File: src/rtl/seg7_pkg.sv
// Shared constants for the seven-segment scan driver: active-low glyph table,
// blank pattern and decimal-point bit position.
package seg7_pkg;

  localparam logic [7:0] SEG_BLANK = 8'hFF;
  localparam int         DP_BIT    = 7;

  // Segments g..a, active-low, for hex digits 0..F.
  localparam logic [6:0] GLYPH_TAB [16] = '{
    7'h40, 7'h79, 7'h24, 7'h30, 7'h19, 7'h12, 7'h02, 7'h78,
    7'h00, 7'h10, 7'h08, 7'h03, 7'h46, 7'h21, 7'h06, 7'h0E
  };

endpackage

File: src/rtl/seg7_glyph.sv
// Combinational hex nibble to active-low seven-segment pattern (g..a).
module seg7_glyph
  import seg7_pkg::*;
(
  input  logic [3:0] nib_i,
  output logic [6:0] seg_o
);

  assign seg_o = GLYPH_TAB[nib_i];

endmodule

File: src/rtl/seg7_scan.sv
// Time-multiplexed common-anode seven-segment driver with dead-cycle
// anti-ghosting, decimal points, leading-zero suppression and blinking.
module seg7_scan
  import seg7_pkg::*;
#(
  parameter int NDIG      = 4,
  parameter int PRESCALE  = 50000,
  parameter int BLINK_DIV = 64
) (
  input  logic              CLK,
  input  logic              RST,
  input  logic [4*NDIG-1:0] DIN,
  input  logic [NDIG-1:0]   DOT,
  input  logic              LOAD,
  input  logic              BLANK_LZ,
  input  logic [NDIG-1:0]   BLINK_EN,
  output logic [7:0]        nSEG,
  output logic [NDIG-1:0]   nDIG,
  output logic              FRAME
);

  localparam int PW = $clog2(PRESCALE);
  localparam int IW = (NDIG > 1) ? $clog2(NDIG) : 1;
  localparam int BW = (BLINK_DIV > 1) ? $clog2(BLINK_DIV) : 1;

  logic [PW-1:0]     pre_q, pre_d;
  logic [IW-1:0]     idx_q, idx_d;
  logic [BW-1:0]     bcnt_q, bcnt_d;
  logic              phase_q, phase_d;
  logic [4*NDIG-1:0] din_q, din_d;
  logic [NDIG-1:0]   dot_q, dot_d;
  logic [NDIG-1:0]   blink_q, blink_d;
  logic [7:0]        nseg_q, nseg_d;
  logic [NDIG-1:0]   ndig_q, ndig_d;
  logic              frame_q, frame_d;

  logic              slot_end;
  logic              scan_wrap;
  logic [NDIG-1:0]   lz_blank;
  logic              all_zero;
  logic [3:0]        nib_sel;
  logic              dot_sel;
  logic              blink_sel;
  logic              lz_sel;
  logic [6:0]        glyph;

  // Scan counters: prescaler, digit index, and frame-based blink divider.
  always_comb begin
    slot_end  = (pre_q == PW'(PRESCALE - 1));
    scan_wrap = slot_end && (idx_q == IW'(NDIG - 1));
    pre_d     = slot_end ? '0 : pre_q + PW'(1);
    idx_d     = idx_q;
    if (slot_end) idx_d = scan_wrap ? '0 : idx_q + IW'(1);
    frame_d   = scan_wrap;
    bcnt_d    = bcnt_q;
    phase_d   = phase_q;
    if (scan_wrap) begin
      if (bcnt_q == BW'(BLINK_DIV - 1)) begin
        bcnt_d  = '0;
        phase_d = ~phase_q;
      end else begin
        bcnt_d  = bcnt_q + BW'(1);
      end
    end
    din_d   = LOAD ? DIN      : din_q;
    dot_d   = LOAD ? DOT      : dot_q;
    blink_d = LOAD ? BLINK_EN : blink_q;
  end

  // A digit is suppressed when it and every more significant nibble are zero.
  always_comb begin
    lz_blank = '0;
    all_zero = 1'b1;
    for (int i = NDIG - 1; i >= 1; i--) begin
      all_zero    = all_zero & (din_q[4*i +: 4] == 4'h0);
      lz_blank[i] = all_zero & BLANK_LZ;
    end
  end

  always_comb begin
    nib_sel   = '0;
    dot_sel   = 1'b0;
    blink_sel = 1'b0;
    lz_sel    = 1'b0;
    for (int i = 0; i < NDIG; i++) begin
      if (idx_q == IW'(i)) begin
        nib_sel   = din_q[4*i +: 4];
        dot_sel   = dot_q[i];
        blink_sel = blink_q[i];
        lz_sel    = lz_blank[i];
      end
    end
  end

  seg7_glyph u_glyph (
    .nib_i (nib_sel),
    .seg_o (glyph)
  );

  // pre == 0 is the dead cycle that separates consecutive digit slots.
  always_comb begin
    nseg_d = SEG_BLANK;
    ndig_d = '1;
    if (pre_q != '0) begin
      for (int i = 0; i < NDIG; i++) ndig_d[i] = (idx_q != IW'(i));
      if (blink_sel && phase_q) begin
        nseg_d = SEG_BLANK;
      end else if (lz_sel) begin
        nseg_d         = SEG_BLANK;
        nseg_d[DP_BIT] = ~dot_sel;
      end else begin
        nseg_d = {~dot_sel, glyph};
      end
    end
  end

  always_ff @(posedge CLK or posedge RST) begin
    if (RST) begin
      pre_q   <= '0;
      idx_q   <= '0;
      bcnt_q  <= '0;
      phase_q <= 1'b0;
      din_q   <= '0;
      dot_q   <= '0;
      blink_q <= '0;
      nseg_q  <= SEG_BLANK;
      ndig_q  <= '1;
      frame_q <= 1'b0;
    end else begin
      pre_q   <= pre_d;
      idx_q   <= idx_d;
      bcnt_q  <= bcnt_d;
      phase_q <= phase_d;
      din_q   <= din_d;
      dot_q   <= dot_d;
      blink_q <= blink_d;
      nseg_q  <= nseg_d;
      ndig_q  <= ndig_d;
      frame_q <= frame_d;
    end
  end

  assign nSEG  = nseg_q;
  assign nDIG  = ndig_q;
  assign FRAME = frame_q;

endmodule

File: config.mk
export PLATFORM = sky130hd
export DESIGN_NAME = seg7_scan
export DESIGN_NICKNAME = d
export VERILOG_FILES = /design/src/rtl/seg7_pkg.sv /design/src/rtl/seg7_glyph.sv /design/src/rtl/seg7_scan.sv
export SDC_FILE = /design/constraint.sdc
export NUM_CORES = 1
export LEC_CHECK = 0
export ABC_AREA = 1
export CELL_PAD_IN_SITES_DETAIL_PLACEMENT = 1
export CELL_PAD_IN_SITES_GLOBAL_PLACEMENT = 1
export CORE_MARGIN = 8
export CORE_UTILIZATION = 40
export DETAILED_ROUTE_END_ITERATION = 8
export PLACE_DENSITY_LB_ADDON = 0.1
export SLEW_MARGIN = 10
export SYNTH_ARGS = -nofsm -noshare
export SYNTH_HDL_FRONTEND = slang
export SYNTH_SLANG_ARGS = --single-unit
File: constraint.sdc
create_clock -name CLK -period 2.7 [get_ports CLK]
set_clock_uncertainty 0.1 [all_clocks]
set_input_delay 0.54 -clock CLK [delete_from_list [all_inputs] [get_ports CLK]]
set_output_delay 0.54 -clock CLK [all_outputs]
set_load 0.005 [all_outputs]
Yosys cells after proc, flatten, opt, wreduce, memory -nomap -nowiden
Memory sizes are Yosys's and may differ from the RTL's.
Index checks and enable logic that the tools add are counted.
- eq/ne operators: 8
- bitwise operators: 8
- reduce and logical (&&, ||, !) cells: 9
- order comparisons: 1
- mux-type cells: 24
- $add $sub $neg: 3
- operators by type and width (operator ; count):
    $mux W7 ; 3
    $mux W4 ; 5
    $add A16 B1 Y16 const B ; 1
    $eq A16 B16 Y1 const B ; 1
    $mux W16 ; 1
    $mux W8 ; 2
    $reduce_bool A16 Y1 ; 1
    $logic_not A4 Y1 ; 3
    $mux W1 ; 11
    $add A6 B1 Y6 const B ; 1
    $eq A6 B6 Y1 const B ; 1
    $mux W6 ; 1
    $and A1 B1 Y1 ; 5
    $ge A5 B5 Y1 const B ; 1
    $not A4 Y5 ; 1
    $eq A2 B2 Y1 const B ; 2
    $ne A2 B2 Y1 const B ; 2
    $add A2 B1 Y2 const B ; 1
    $eq A2 B1 Y1 const B ; 1
    $logic_and A1 B1 Y1 ; 2
    $logic_not A2 Y1 ; 1
    $mux W2 ; 1
    $ne A2 B1 Y1 const B ; 1
    $not A1 Y1 ; 2
    2 further kinds ; 2
- memories kept: 1
- ROM bits: 112
- output and inout port bits: 13
- input port bits: 28
- register bits after elaboration: 62
- memories (name ; depth ; width ; read ports ; clocked after memory_dff ; wr ports ; RTL line ; RTL):
    (name not given) ; 16 ; 7 ; 1 ; 0 ; 0 ; seg7_glyph.sv:9 ; assign seg_o = GLYPH_TAB[nib_i];

Longest topological paths before layout
- depth after elaboration: 12
- depth in mapped cells: 13
- mapped depth without buffers: 13

Cells and area by module
A second synthesis with hierarchy kept.
- cell total of the unflattened synthesis: 446
- area total of the unflattened synthesis: 3510.9 µm²
- modules (own cells, without submodules) (module ; seq. area each (µm²) ; times used ; cells each ; area an instance (µm²)):
    seg7_scan ; 1566.5 ; 1 ; 393 ; 3225.6
    seg7_glyph ; 0.0 ; 1 ; 53 ; 285.3

Worst setup path before layout
Ideal clock, no wire load.
- kind: register to register
- start point: reg idx_q[0]
- end point: reg nseg_q[0] (netlist: nSEG[0])
- slack: 0.734 ns
- arrival: 1.773 ns
- cell stages (with the launch flop): 12
- required time: 2.507 ns
- library setup time: 0.093 ns
- cells stage by stage: dfrtp_1 -> ha_1 -> buf_4 -> buf_6 -> a21oi_1 -> nand2_1 -> nand2_1 -> inv_1 -> ha_1 -> nand3b_1 -> nand3_1 -> nand3_1
- cells in the longest elaborated chain, start to end: 12
- ends and longest elaborated chain (element ; RTL line ; RTL):
    start: declaration ; seg7_scan.sv:27 ; logic [IW-1:0] idx_q, idx_d;
    start signal: assignment ; seg7_scan.sv:131 ; idx_q <= idx_d;
    $logic_not A2 Y1 ; seg7_scan.sv:86 ; if (idx_q == IW'(i)) begin
    $mux W4 (4 in a row) ; seg7_scan.sv:86 ;
    $not A4 Y5 (not written as such) ; seg7_glyph.sv:9 ;
    $mem_v2 Z16 W7 ; - ;
    $mux W7 (not written as such) (2 in a row) ; seg7_glyph.sv:9 ;
    $mux W7 ; seg7_scan.sv:108 ; end else if (lz_sel) begin
    $mux W8 (*) ; seg7_scan.sv:106 ; if (blink_sel && phase_q) begin
    $mux W8 (*) ; seg7_scan.sv:104 ; if (pre_q != '0) begin
    named net nseg_d[0] ; seg7_scan.sv:33 ; logic [7:0] nseg_q, nseg_d;
    end signal: assignment ; seg7_scan.sv:137 ; nseg_q <= nseg_d;
    end: declaration ; seg7_scan.sv:33 ;
Mark *: on every way through the listed nets, which the timed path passes. The rest lies on a longest branch. The select of a mux whose other input is x is not followed.
A chain may end at the register's enable or synchronous reset.

Worst setup path in the final report
Ends and elaborated chain as after synthesis.

==> flow_summary.yaml <==
status:
  status: "finished, final reports clean"
detailed_routing:
  drtIter0Drc: 84
  wl_met3_um: 270
  ant_nets: 0
  drtPass1Iterations: 4
  maxUsedRoutingLayer: "met4"
  wirelength_mm: 7.611
  wl_met2_mm: 3.380
  wl_per_cell_um: 14.07
  drc_errors: 0
  wl_met1_mm: 3.797
  vias: 2621
  via_per_inst: 4.845
cells_and_area:
  drive_gt1_frac: 0.1445
  regArea_mm2: 0.001567
  num_antenna_cells: 0
  fin_nets: 473
  final_area_mm2: 0.003999
  fill_cells: 993
  multi_input_area_mm2: 0.001474
  synthToLayoutAreaGrowth_pct: 22.08
power:
  power.leakage_nw: 1.941
  irDropWorstVdd_mv: 0.2425
  cellPowerDensity_mw_per_mm2: 522.7
synthesis:
  synthTopCellsByCount: "nand2_1, dfrtp_1, inv_1, nand3_1, nor2_1"
  synth-seq-area-share: 0.4782
  yosys.area.top_type_share: 0.3820
  yosys.cell_count.top_type: "nand2_1"
  synth-async-reset-ratio: 1.000
  syn_nets: 425
  ys_ff_latch: 62
  avgSynthCellArea_um2: 8.553
  netlist_top_cells_area: "dfrtp_1, nand2_1, dfstp_2"
  synth_cell_types: 31
  synth_area_mm2: 0.003276
  ys.warnings.count: 0
  synth_edf_count: 0
  synthFlopType: "dfrtp_1"
  yosys.area.top_type: "dfrtp_1"
  syn_inst: 383
setup_path:
  cp.required_ns: 2.85
  regToRegSetupSlack_ns: 0.33
  slowest_delay_ns: 0.42
  r2r-start: "idx_q[0]"
  worst_r2r_endpoint: "nSEG[0]"
  crit_type: "reg2reg"
  reg2reg_depth: 11
  startpoint_type: "flip-flop"
  path_cells: "inv_1 -> ha_1 -> inv_1 -> nand3_1 -> nand2_1 -> nand2_1 -> inv_1 -> ha_1 -> nand3b_1 -> nand3_1 -> nand3_1"
  cp_max_fo: 10
  cp_slowest_cell: "dfrtp_1"
  endpoint_kind: "flip-flop"
  critPathArrivalTime_ns: 2.53
placement:
  portBuffers: 40
  hpwlAfterDp_mm: 5.877
  globalplace.congestion: 0.8254
  dpl-instance-area_mm2: 0.003806
grt:
  track_usage: 0.1459
  grt_pass1_wl_mm: 13.34
  antenna_found_initial: 0
  grt-ovfl-total: 0
  grt_max_degree: 63
  grt_pass1_vias: 2810
clocking:
  cts.htree.levels: 3
  cts_tree: "done"
  ctsHoldBuffers: 0
  cts_sinks: 62
  post-cts-setup-buffers: 0
  cts_buffer_depth: 2
  path_clk_slew_ns: 0.07
  clockRootBuffer: "clkbuf_8"
  cts-resized-gates: 0
  numCtsBuffers: 9
  clk_latency_ns: 0.35
timing:
  rsz0062_at_grt: "false"
  maxSlewViolCount: 0
  layout_min_cycle_time_ns: 2.374
  slew_headroom: 0.5844
  fmax_ghz: 0.4212
  setup_violations: 0
  fin_crit_sh: 0.8794
  final-hold-violation-count: 0
  worst_slew_pin_slew_ns: 0.6215
  tns_ns: 0
min_path:
  min_path_cells: 1
  holdPathEnd: "pre_q[0]"
  holdCritStartpoint: "pre_q[0]"
  hold_path.class: "reg2reg"
floorplan:
  rows: 33
  core_area_mm2: 0.008093
  num_io_pins: 41
  die_x_um: 106.5
  dieArea_mm2: 0.01134
  start_util: 0.4048
  die_h_um: 106.5
flow_run:
  max_cap_viol_count: 0
-- layout make-up --
type                            instances  share of cell area
Sequential cell                        62              0.3917
Multi-Input combinational cell        263              0.3686
Timing Repair Buffer                   44              0.1108
Inverter                               51             0.04787
Clock buffer                           12             0.03630
Tap cell                              105             0.03285
Clock inverter                          4             0.01189
-- worst max-delay path by stage --
stage	start	endpoint	slack (ns)
floorplan	RST	FRAME	0.54
global placement	idx_q[0]	nSEG[0]	0.49
detailed placement	idx_q[0]	nSEG[0]	0.34
CTS	idx_q[0]	nSEG[0]	0.31
global route	idx_q[0]	nSEG[0]	0.06
finish	idx_q[0]	nSEG[0]	0.33
-- per-stage QoR --
| stage | utilization | power [mW] | hold WS, ns | cells | setup WS, ns |
|---|---|---|---|---|---|
| global route | 0.4941 | 2.188 | 0.4254 | 541 | 0.05764 |
| detailed placement | 0.4703 | 1.301 | 0.3975 | 525 | 0.3409 |
| global placement | 0.4703 | 1.296 | 0.3865 | 525 | 0.4928 |
| floorplan | - | 1.169 | 0.3673 | 383 | 0.5385 |
| CTS | 0.4941 | 2.121 | 0.4109 | 541 | 0.3111 |
| finish | 0.4941 | 2.090 | 0.4102 | 541 | 0.3257 |
-- sequential cells by signal, indices dropped and copies added, names as in the netlist, 2 cells and up --
register and count:
pre_q 16, blink_q 4, din_q 16, nSEG 8
idx_q 2, nDIG 4, bcnt_q 6, dot_q 4
-- where the power goes --
| group | leakage (nW) | internal (mW) | switching [mW] | total, mW |
|---|---|---|---|---|
| combinational | 1.08 | 0.131 | 0.127 | 0.258 |
| clock | 0.0964 | 0.449 | 0.362 | 0.811 |
| sequential | 0.761 | 0.995 | 0.0257 | 1.02 |
-- cell families after synthesis --
logic type               count (synthesis)  share of synthesized area
XOR/XNOR                                14                    0.03743
adder cells (fa/ha/maj)                 14                    0.05348
buffers and inverters                   58                    0.07181
flip-flops                              62                     0.4782
AO/OA/AOI/OAI                           39                    0.06646
multiplexers                            11                    0.03782
AND/OR/NAND/NOR                        185                     0.2548
-- worst max-delay path, delay by kind of cell (launching register included) --
family	cells	cell delay, ns
buffers and inverters	3	0.41
flip-flops	1	0.42
AND/OR/NAND/NOR	6	0.74
adder cells (fa/ha/maj)	2	0.62
-- placed cells by master, fill, tap and decap left out, types with 10 or more instances in the layout --
master and instances:
o21ai_0 21, clkdlybuf4s50_1 40, nor2_1 28, a21oi_1 11
ha_1 14, inv_1 47, nand2_1 92, xor2_1 13
dfstp_2 12, dfrtp_1 50, mux2_2 11, nand3_1 37
clkbuf_8 10, nor3_1 10
-- metal layers --
| layer | GRT usage | up-vias |
|---|---|---|
| met5 | 0 | - |
| met4 | 0.07538 | 0 |
| met3 | 0.03327 | 15 |
| met2 | 0.2185 | 38 |
| met1 | 0.1926 | 1253 |
| li1 | - | 1315 |
No activity file was read; power rests on OpenSTA's default activity.
